[src/rtl/enemy_grid_draw.sv]
// ---------------------------------------------------------------------------
// enemy_grid_draw
//
// Purpose:
//   Draws a ROWS x COLS formation of enemy boxes into the VGA pixel stream.
//   The formation's top-left corner follows (x_base, y_base) from the enemy
//   position generator. Each enemy has an alive bit. A live enemy whose box
//   contains the player missile tip is killed. When every enemy is dead the
//   level-clear flag (all_dead) is raised for the game controller. Any change
//   of the level input brings the whole formation back.
//
// Ports:
//   pclk, rst            pixel clock, synchronous active-high reset
//   level                current level; a change re-arms all enemies
//   x_base, y_base       formation top-left corner in pixels
//   hcount_in..rgb_in    upstream VGA timing and pixel colour
//   missile_x/y/vld      missile tip position and its valid qualifier
//   hcount_out..vblnk_out  VGA timing, delayed by exactly 2 cycles
//   rgb_out              composed pixel, 2-cycle latency, 0 while blanking
//   hit, kill_idx        one-cycle kill pulse and the killed enemy's index
//   alive                alive mask, bit row*COLS+col; unused bits read 0
//   all_dead             high while no enemy is alive (1 cycle behind alive)
// ---------------------------------------------------------------------------
module enemy_grid_draw #(
    parameter int          COLS       = 8,
    parameter int          ROWS       = 3,
    parameter int          SLOT_SHIFT = 6,
    parameter int          ROW_SHIFT  = 6,
    parameter int          ENEMY_W    = 40,
    parameter int          ENEMY_H    = 32,
    parameter logic [11:0] ENEMY_RGB  = 12'hF00
) (
    input  logic        pclk,
    input  logic        rst,
    input  logic [3:0]  level,
    input  logic [10:0] x_base,
    input  logic [10:0] y_base,
    input  logic [10:0] hcount_in,
    input  logic [10:0] vcount_in,
    input  logic        hsync_in,
    input  logic        vsync_in,
    input  logic        hblnk_in,
    input  logic        vblnk_in,
    input  logic [11:0] rgb_in,
    input  logic [10:0] missile_x,
    input  logic [10:0] missile_y,
    input  logic        missile_vld,
    output logic [10:0] hcount_out,
    output logic [10:0] vcount_out,
    output logic        hsync_out,
    output logic        vsync_out,
    output logic        hblnk_out,
    output logic        vblnk_out,
    output logic [11:0] rgb_out,
    output logic        hit,
    output logic [4:0]  kill_idx,
    output logic [31:0] alive,
    output logic        all_dead
);

    localparam int          NUM       = COLS * ROWS;
    localparam logic [31:0] ALL_MASK  = (NUM >= 32) ? 32'hFFFF_FFFF
                                                    : ((32'd1 << NUM) - 32'd1);
    localparam logic [10:0] COLS_L    = 11'(COLS);
    localparam logic [10:0] ROWS_L    = 11'(ROWS);
    localparam logic [10:0] EW_L      = 11'(ENEMY_W);
    localparam logic [10:0] EH_L      = 11'(ENEMY_H);
    localparam logic [10:0] XOFF_MASK = 11'((1 << SLOT_SHIFT) - 1);
    localparam logic [10:0] YOFF_MASK = 11'((1 << ROW_SHIFT) - 1);

    typedef struct packed {
        logic       in_box;
        logic [4:0] idx;
    } box_t;

    // Maps a screen point onto the grid. The subtraction is done one bit wider
    // so that a point left of / above the formation shows up as a set sign bit
    // instead of wrapping into a far-right slot.
    function automatic box_t locate(input logic [10:0] px, input logic [10:0] py,
                                    input logic [10:0] bx, input logic [10:0] by);
        logic [11:0] rx;
        logic [11:0] ry;
        logic [10:0] col;
        logic [10:0] row;
        logic [10:0] lin;
        box_t        r;
        rx  = {1'b0, px} - {1'b0, bx};
        ry  = {1'b0, py} - {1'b0, by};
        col = rx[10:0] >> SLOT_SHIFT;
        row = ry[10:0] >> ROW_SHIFT;
        lin = row * COLS_L + col;
        r.in_box = !rx[11] && !ry[11] && (col < COLS_L) && (row < ROWS_L)
                   && ((rx[10:0] & XOFF_MASK) < EW_L)
                   && ((ry[10:0] & YOFF_MASK) < EH_L);
        r.idx    = lin[4:0];
        return r;
    endfunction

    // Stage 1 registers
    logic        in_box_q;
    logic [4:0]  idx_q;
    logic [10:0] hcount1_q, vcount1_q;
    logic        hsync1_q, vsync1_q, hblnk1_q, vblnk1_q;
    logic [11:0] rgb1_q;

    // Stage 2 registers
    logic [10:0] hcount2_q, vcount2_q;
    logic        hsync2_q, vsync2_q, hblnk2_q, vblnk2_q;
    logic [11:0] rgb2_q;

    // Enemy state
    logic [31:0] alive_q, alive_d;
    logic        hit_q, hit_d;
    logic [4:0]  kill_idx_q, kill_idx_d;
    logic [3:0]  level_q, level_d;
    logic        all_dead_q;

    box_t pix_box;
    box_t mis_box;
    logic [11:0] rgb2_d;

    assign pix_box = locate(hcount_in, vcount_in, x_base, y_base);
    assign mis_box = locate(missile_x, missile_y, x_base, y_base);

    // Alive is sampled at the second stage so a kill takes effect on the very
    // next pixel drawn rather than one frame later.
    always_comb begin
        rgb2_d = rgb1_q;
        if (hblnk1_q || vblnk1_q) begin
            rgb2_d = 12'h000;
        end else if (in_box_q && alive_q[idx_q]) begin
            rgb2_d = ENEMY_RGB;
        end
    end

    // Re-arm wins over a kill in the same cycle; otherwise at most one kill.
    always_comb begin
        alive_d    = alive_q;
        hit_d      = 1'b0;
        kill_idx_d = kill_idx_q;
        level_d    = level_q;
        if (level != level_q) begin
            alive_d = ALL_MASK;
            level_d = level;
        end else if (missile_vld && mis_box.in_box && alive_q[mis_box.idx]) begin
            alive_d[mis_box.idx] = 1'b0;
            hit_d                = 1'b1;
            kill_idx_d           = mis_box.idx;
        end
    end

    always_ff @(posedge pclk) begin
        if (rst) begin
            in_box_q   <= 1'b0;
            idx_q      <= 5'd0;
            hcount1_q  <= 11'd0;
            vcount1_q  <= 11'd0;
            hsync1_q   <= 1'b0;
            vsync1_q   <= 1'b0;
            hblnk1_q   <= 1'b0;
            vblnk1_q   <= 1'b0;
            rgb1_q     <= 12'h000;
            hcount2_q  <= 11'd0;
            vcount2_q  <= 11'd0;
            hsync2_q   <= 1'b0;
            vsync2_q   <= 1'b0;
            hblnk2_q   <= 1'b0;
            vblnk2_q   <= 1'b0;
            rgb2_q     <= 12'h000;
            alive_q    <= ALL_MASK;
            hit_q      <= 1'b0;
            kill_idx_q <= 5'd0;
            level_q    <= level;
            all_dead_q <= 1'b0;
        end else begin
            // Stage 1: grid lookup of the current pixel
            in_box_q   <= pix_box.in_box;
            idx_q      <= pix_box.idx;
            hcount1_q  <= hcount_in;
            vcount1_q  <= vcount_in;
            hsync1_q   <= hsync_in;
            vsync1_q   <= vsync_in;
            hblnk1_q   <= hblnk_in;
            vblnk1_q   <= vblnk_in;
            rgb1_q     <= rgb_in;
            // Stage 2: colour composition
            hcount2_q  <= hcount1_q;
            vcount2_q  <= vcount1_q;
            hsync2_q   <= hsync1_q;
            vsync2_q   <= vsync1_q;
            hblnk2_q   <= hblnk1_q;
            vblnk2_q   <= vblnk1_q;
            rgb2_q     <= rgb2_d;
            // Enemy state
            alive_q    <= alive_d;
            hit_q      <= hit_d;
            kill_idx_q <= kill_idx_d;
            level_q    <= level_d;
            all_dead_q <= (alive_q == 32'd0);
        end
    end

    assign hcount_out = hcount2_q;
    assign vcount_out = vcount2_q;
    assign hsync_out  = hsync2_q;
    assign vsync_out  = vsync2_q;
    assign hblnk_out  = hblnk2_q;
    assign vblnk_out  = vblnk2_q;
    assign rgb_out    = rgb2_q;
    assign hit        = hit_q;
    assign kill_idx   = kill_idx_q;
    assign alive      = alive_q;
    assign all_dead   = all_dead_q;

endmodule
[config.mk]
export PLATFORM = sky130hd
export DESIGN_NAME = enemy_grid_draw
export DESIGN_NICKNAME = d
export VERILOG_FILES = /design/src/rtl/enemy_grid_draw.sv
export SDC_FILE = /design/constraint.sdc
export NUM_CORES = 1
export LEC_CHECK = 0
export ABC_AREA = 1
export BUFFER_PORTS_ARGS = -buffer_cell sky130_fd_sc_hd__buf_4
export CAP_MARGIN = 20
export CORE_MARGIN = 2
export CORE_UTILIZATION = 52
export CTS_CLUSTER_DIAMETER = 200
export DETAILED_ROUTE_END_ITERATION = 7
export PLACE_DENSITY = 0.88
export SLEW_MARGIN = 20
export SYNTH_ARGS = -nofsm -noshare
export SYNTH_HDL_FRONTEND = slang
export SYNTH_SLANG_ARGS = --single-unit
[constraint.sdc]
create_clock -name pclk -period 6.35 [get_ports pclk]
set_input_delay 1.27 -clock pclk [delete_from_list [all_inputs] [get_ports pclk]]
set_output_delay 1.27 -clock pclk [all_outputs]
set_load 0.01 [all_outputs]
### Word-level counts from Yosys, hierarchy flattened

Cells that the tools add are included.
Widths: inputs -> output; s select.

| cells by class | value |
|---|---|
| add/sub/neg operators | 6 |
| $lt $le $gt $ge | 11 |
| eq/ne operators | 1 |
| multiplexer cells | 10 |
| bitwise operators | 3 |
| reduce and logical (&&, ||, !) cells | 25 |

Operator list:

| kind | count |
|---|---|
| $sub 11x11->12 | 4 |
| $and 32x32->32 | 1 |
| $logic_not 32->1 | 1 |
| $not 32->32 | 1 |
| $lt 6x6->1 const B | 4 |
| $logic_and 1x1->1 | 14 |
| $lt 5x6->1 const B | 2 |
| $mux 12 | 1 |
| $add 5x5->5 | 2 |
| $bmux 1 s5 | 2 |
| $lt 5x2->1 const B | 2 |
| $lt 5x4->1 const B | 2 |
| $mux 4 | 2 |
| $demux 1 s5 | 1 |
| $ge 5x1->1 const B | 1 |
| $logic_not 1->1 | 4 |
| $mux 1 | 4 |
| $ne 4x4->1 | 1 |
| $reduce_or 2->1 | 2 |
| $reduce_or 3->1 | 1 |
| $reduce_and 2->1 | 1 |
| $reduce_bool 2->1 | 1 |
| $logic_or 1x1->1 | 1 |
| $not 1->1 | 1 |

| storage, ports and cells | value |
|---|---|
| register bits | 125 |
| input port bits | 89 |
| output and inout port bits | 77 |
| logic and storage cells | 78 |

### Logic depth before layout (Yosys ltp)

Gate-level depths: netlist of the first run.

| depth | value |
|---|---|
| depth after elaboration | 10 |
| depth in mapped cells | 23 |
| gate-level depth less buffers | 23 |

### Least setup slack after synthesis of the first run

Ideal clock, no wire load.

| path | value |
|---|---|
| kind | input to register |
| start point | input x_base[6] |
| end point | register alive_q[10] (netlist: alive[10]) |
| library setup time | 143 ps |
| arrival | 3329 ps |
| data required time | 6207 ps |
| slack | 2878 ps |
| stages | 15 |
| path buffers | 1 |
| path through | inv_1 ha_1 a21o_1 a21oi_1 nand4_1 nand2_1 inv_1 ha_1 inv_1 nand3_1 nor2_2 nor2_4 nand2_4 buf_4 o211ai_2 |

RTL lines:

| element | line | source |
|---|---|---|
| from (decl) | 36 | `input logic [10:0] x_base,` |
| to (signal assigned) | 195 | `alive_q <= alive_d;` |
| to (decl) | 112 | `logic [31:0] alive_q, alive_d;` |

### Worst setup path in the final report of the first run

| path | value |
|---|---|
| start point | input x_base[6] |
| end point | register alive_q[31] (netlist: alive[31]) |

| on the way | value |
|---|---|
| longest elaborated chain between the ends | 9 |
| elaborated cells between the ends (all ways) | 20 |
| classes of those cells | add/sub: 2; order compare: 3; mux: 4; bitwise: 2; reduce/logical: 9 |

RTL lines:

| element | line | source |
|---|---|---|
| $sub 11x11->12 (*) | 87 | `rx = {1'b0, px} - {1'b0, bx};` |
| branches (longest 8 deep; another with $lt 5x6->1) | -- |  |

Mark *: on every way between the ends. The select of a mux whose other input is x is not followed.
A chain may end at the register's enable or synchronous reset.

==> results.yml, run 1 <==
logic_synthesis:
  yosys_warnings: 0
  synthMuxAreaShare: 0
  yosysSeqAreaShare: 0.370
  syn_avg_cell_area_um2: 6.81
  syn-instance-count: 1010
  synth_xor_area_frac: 0.0166
  syn_nets: 1141
  netlist_area_um2: 6880
  ys_ff_latch: 125
  synth-main-ff-cell: "dfxtp_1"
  synth-simple-area-share: 0.284
  synth-async-reset-ratio: 0
  synthDistinctLibCells: 40
  synth_compound_area_frac: 0.112
  synth_edf_count: 4
  synth_top_family_by_area: "simple AND/OR/NAND/NOR gates"
  synth-adder-area-share: 0.0764
worst_hold_path:
  holdPathStages: 2
  min_path_type: "reg2reg"
  hold_end: "hcount_out[0]"
  min_from: "hcount1_q[0]"
clock_network:
  clock_latency_ns: 0.41
  cts_resized: 0
  cts_tree: "built"
  clkTransAtPathRegs_ns: 0.06
  htreeDepth: 4
  cts_root_buf: "clkbuf_16"
  cts_buffers: 17
  cts_setup_buffers: 0
  cts_hold_buf: 0
  clock_path_buffers: 2
  cts.sinks: 125
grt:
  grtUsageTotal: 0.258
  grt_max_degree: 73
  antenna_found_initial: 0
  grt_pass1_vias: 6552
  grt_pass1_wl_mm: 29.5
  overflow: 0
die:
  die_x_um: 119
  die_h_um: 119
  row_count: 42
  io_pins: 166
  start_util: 0.526
  core_um2: 13100
  die_area_um2: 14200
critical_path:
  cp_max_fo: 41
  end_kind: "register"
  regToRegEndpoint: "rgb_out[2]"
  cp.arrival_ns: 4.08
  setup.worst_path.class: "in2reg"
  r2r_slack_ns: 3.77
  cp_slowest_cell: "ha_1"
  max_stage_delay_ns: 0.41
  required_ns: 6.71
  reg2reg_depth: 9
  cp-start-kind: "input port"
  r2r_start: "idx_q[0]"
  path_cells: "buf_4 > inv_1 > ha_1 > nand2_1 > nor2_1 > nand3_1 > nand3_1 > nand2_1 > nand2_1 > inv_1 > ha_1 > inv_1 > nand3_1 > nand2_2 > nand2_2 > nor2_2 > nor2_4 > nand2_4 > inv_2 > nand2_1 > nand3_1 > inv_1"
cells_and_area:
  syn_to_final_growth_pct: 27.8
  regArea_um2: 2540
  layout_commonest_cell: "inv_1"
  diodes: 0
  nets: 1304
  stdcell_area_um2: 8790
  final_cell_mix: "220 x inv_1, 219 x nand2_1, 165 x buf_4, 121 x dfxtp_1, 119 x nor2_1"
  utilization: 0.672
  drive_gt1_frac: 0.198
  multi_input_area_um2: 3370
  num-fill-cells: 1114
  fin_cells: 1361
pwr:
  total_leakage_power_nw: 4.87
  finalPower_mw: 2.21
  ir_worst_vdd_mv: 0.194
  power_density_nw_per_um2: 251
drt:
  wl_per_cell_um: 13.0
  routed_via_density: 4.99
  drt_wl_total_mm: 17.8
  antenna_left: 0
  vias: 6790
  drt-initial-drc-count: 478
  drt_drc_violations_left: 0
  drt_pre_antenna_iters: 6
timing:
  final_max_slew_viol_count: 0
  fin_crit_sh: 0.587
  setup_slack_ns: 2.62
  relSlewSlack: 0.497
  tns_ns: 0
  fmax_mhz: 268
  finalHoldViolations: 0
  setup_violations: 0
  rsz0062_at_grt: "false"
  tightestPinTransition_ns: 0.755
  fin_crit_ns: 3.73
  hold_slack_ns: 0.402
  finalClockSkew_ns: 0.00564
placed_design:
  dp_hpwl_mm: 13.3
  dp.cells: 1329
  dpl_cell_area_um2: 8210
  gp_congestion: 0.964
  place_ws_ns: 2.22
  portBuffers: 165
run:
  drv_cap: 0
run_status:
  status: "completed"
worst max-delay path by stage:
stage                     depth (start not counted)  startpoint  slack, ns        end
final                                            22   x_base[6]       2.62  alive[31]
after CTS                                        22   x_base[6]       2.64  alive[24]
after global routing                             22   x_base[6]       2.30  alive[25]
after global placement                           20   x_base[6]       2.36  alive[29]
after detailed placement                         22   x_base[6]       2.22  alive[31]
after floorplan                                  15   x_base[6]       2.88  alive[10]
registers in the layout (all words and copies together), names as in the netlist:
name	cells
alive	32
rgb1_q	12
rgb_out	12
hcount1_q	11
hcount_out	11
vcount1_q	11
vcount_out	11
idx_q	5
kill_idx	5
level_q	4
all_dead	1
hblnk1_q	1
hblnk_out	1
hit	1
hsync1_q	1
hsync_out	1
in_box_q	1
vblnk1_q	1
vblnk_out	1
vsync1_q	1
vsync_out	1
synth_stat cells (3+ instances only):
master	n	share of area
o21ai_1	8	0.0058
nand3_1	69	0.050
inv_2	3	0.0016
o211ai_1	9	0.0098
edfxtp_1	4	0.017
o211ai_2	10	0.018
nand2_2	12	0.011
buf_4	4	0.0044
inv_1	220	0.12
xor2_1	8	0.010
o21ai_0	41	0.030
xnor2_1	5	0.0064
nor4_1	9	0.0082
dfxtp_1	121	0.35
nor2_2	3	0.0027
clkbuf_1	12	0.0065
ha_1	42	0.076
nor3_1	9	0.0065
nand2_1	219	0.12
nand4_1	8	0.0073
o21bai_1	3	0.0033
nor2_1	119	0.065
a21oi_1	45	0.033
buf_6	4	0.0065
nand3_2	3	0.0044
critical path: cells and delay by family:
family | cells | cell delay, ns
simple gates | 14 | 1.75
fa+ha+maj | 2 | 0.61
buf+inv | 6 | 0.45
metal layers:
layer	GRT usage	wire, µm	up-vias
li1	-	-	3465
met1	0.287	7130	3034
met2	0.453	8730	256
met3	0.0896	1470	35
met4	0.0938	427	0
met5	0	0	-
area by class of cell:
class | count | share of cell area
Multi-Input combinational cell | 639 | 0.383
Sequential cell | 125 | 0.289
Timing Repair Buffer | 166 | 0.143
Inverter | 224 | 0.0957
Clock buffer | 19 | 0.0517
Tap cell | 176 | 0.0251
Clock inverter | 12 | 0.0128
where the power goes:
group | switching [mW] | internal [mW] | total (mW)
Combinational | 0.290 | 0.173 | 0.463
Clock | 0.354 | 0.560 | 0.914
Sequential | 0.0130 | 0.819 | 0.832
Total | 0.657 | 1.55 | 2.21
cell families (layout without fill, tap and decap cells):
| group | count (synthesis) | count (layout) |
|---|---|---|
| flops | 125 | 125 |
| simple gates | 458 | 458 |
| compound gates | 126 | 126 |
| buf+inv | 246 | 421 |
| xor+xnor | 13 | 13 |
| fa+ha+maj | 42 | 42 |
Note: power is estimated with default switching activity, not from simulation.
==> run 2: changes to the inputs <==
--- a/config.mk
+++ b/config.mk
@@ -9,10 +9,10 @@
 export BUFFER_PORTS_ARGS = -buffer_cell sky130_fd_sc_hd__buf_4
 export CAP_MARGIN = 20
 export CORE_MARGIN = 2
-export CORE_UTILIZATION = 52
+export CORE_UTILIZATION = 49
 export CTS_CLUSTER_DIAMETER = 200
 export DETAILED_ROUTE_END_ITERATION = 7
-export PLACE_DENSITY = 0.88
+export PLACE_DENSITY = 0.87
 export SLEW_MARGIN = 20
 export SYNTH_ARGS = -nofsm -noshare
 export SYNTH_HDL_FRONTEND = slang
==> constraint.sdc (replaced) <==
create_clock -name pclk -period 3.4 [get_ports pclk]
set_input_delay 0.68 -clock pclk [delete_from_list [all_inputs] [get_ports pclk]]
set_output_delay 0.68 -clock pclk [all_outputs]
set_load 0.01 [all_outputs]
==> results.yml, run 2 (same netlist as run 1, synthesis figures left out) <==
run_status:
  status: "completed"
placed_design:
  portBuffers: 165
  dp_hpwl_mm: 13.9
  gp_congestion: 0.995
critical_path:
  r2r_slack_ns: 0.80
  required_ns: 3.68
  end_kind: "register"
  cp.arrival_ns: 3.25
  r2r_start: "idx_q[0]"
  cp_max_fo: 18
  regToRegEndpoint: "rgb_out[5]"
  setup.worst_path.class: "in2reg"
  cp-start-kind: "input port"
  reg2reg_depth: 9
grt:
  busiest_layer: "met2"
  grt_use_met2: 0.424
  grt_pass1_vias: 6426
  use_met1: 0.279
  overflow: 0
  grt.met3_usage: 0.0743
  grt_max_degree: 39
  grt_pass1_wl_mm: 29.1
  antenna_found_initial: 0
  grtUsageTotal: 0.243
die:
  core_um2: 13800
  row_count: 43
  io_pins: 166
  die_x_um: 122
  start_util: 0.499
  die_area_um2: 15000
  die_h_um: 122
timing:
  fin_crit_ns: 2.97
  final_max_slew_viol_count: 0
  setup_violations: 0
  tightestPinTransition_ns: 0.580
  finalHoldViolations: 0
  relSlewSlack: 0.612
  fmax_mhz: 336
  rsz0062_at_grt: "false"
  fin_crit_sh: 0.875
  tns_ns: 0
  finalClockSkew_ns: 0.00886
cells_and_area:
  regArea_um2: 2540
  final_cell_mix: "220 x inv_1, 219 x nand2_1, 170 x buf_4, 121 x dfxtp_1, 119 x nor2_1"
  diodes: 0
  nets: 1309
  syn_to_final_growth_pct: 29.1
  drive_gt1_frac: 0.203
  multi_input_area_um2: 3370
  largest_reg_flops: 32
  layout_commonest_cell: "inv_1"
  num-fill-cells: 1260
clock_network:
  clock_path_buffers: 2
  clock_latency_ns: 0.42
  cts_hold_buf: 0
  cts_setup_buffers: 0
  cts_buffers: 17
  cts_tree: "built"
  clkTransAtPathRegs_ns: 0.06
  cts.sinks: 125
  htreeDepth: 4
  cts_resized: 0
  cts_root_buf: "clkbuf_16"
worst_hold_path:
  min_path_type: "reg2reg"
  hold_end: "hcount_out[6]"
  min_from: "hcount1_q[6]"
  holdPathStages: 2
pwr:
  ir_worst_vdd_mv: 0.323
  finalPower_mw: 4.28
  power_density_nw_per_um2: 481
  total_leakage_power_nw: 4.93
drt:
  antenna_left: 0
  vias: 6785
  drt-initial-drc-count: 439
  wl_per_cell_um: 12.9
  drt_drc_violations_left: 0
  routed_via_density: 4.95
  drt_wl_total_mm: 17.8
  drt_pre_antenna_iters: 5
run:
  drv_cap: 0
## run 2: cell count changes in the layout (fill, tap and decap cells not counted), sizes merged
cell      previous run  this run
clkinv               7         4
inv                225       231
buf                166       171
clkinvlp             3         1
clkbuf              19        18
bufinv               1         2
## run 2: critical path, stage by stage
cell	delay (ns)
buf_4	0.08
inv_1	0.04
ha_1	0.36
inv_1	0.12
o21bai_1	0.12
a21oi_1	0.19
nand4_1	0.12
nand2_1	0.13
inv_1	0.05
ha_1	0.34
inv_1	0.15
nand3_1	0.13
nor2_2	0.17
nor2_4	0.07
nand2_4	0.15
buf_4	0.25
o211ai_1	0.11
## run 2: area by class of cell
type | instances | area share
clock buffer | 18 | 0.0495
clock inverter | 14 | 0.0193
inverter | 224 | 0.0947
multi-input combinational | 639 | 0.379
sequential | 125 | 0.286
tap | 180 | 0.0254
timing repair buffer | 171 | 0.146
## run 2: power by group
part | total (mW) | switching [mW] | leakage [nW] | internal [mW]
logic | 0.867 | 0.539 | 3.59 | 0.327
clock network | 1.86 | 0.727 | 0.298 | 1.13
registers | 1.55 | 0.0244 | 1.04 | 1.53
total | 4.28 | 1.29 | 4.93 | 2.98
## run 2: per-layer routing
metal | vias up | wire length [µm]
met1 | 3045 | 7190
li1 | 3464 | -
met3 | 27 | 1390
met4 | 0 | 373
met5 | - | 0
met2 | 249 | 8800
## run 2: through the flow
stage | cells | instance area (µm²) | hold slack, ns | worst slack, ns | util
after detailed placement | 1339 | 8270 | 0.392 | 0.0360 | 0.600
after floorplan | 1010 | 6880 | 0.388 | 0.518 | -
after CTS | 1371 | 8880 | 0.401 | 0.479 | 0.645
after global routing | 1371 | 8880 | 0.415 | 0.145 | 0.645
after global placement | 1339 | 8270 | 0.388 | 0.181 | 0.600
final | 1371 | 8880 | 0.399 | 0.426 | 0.645
## run 2: worst max-delay path by stage
stage | from | endpoint | slack, ns
5_1_grt | x_base[8] | alive[4] | 0.15
2_1_floorplan | x_base[6] | alive[10] | 0.52
6_report | x_base[8] | alive[2] | 0.43
3_3_place_gp | x_base[4] | alive[0] | 0.18
4_1_cts | x_base[8] | alive[2] | 0.48
3_5_place_dp | x_base[8] | alive[2] | 0.04
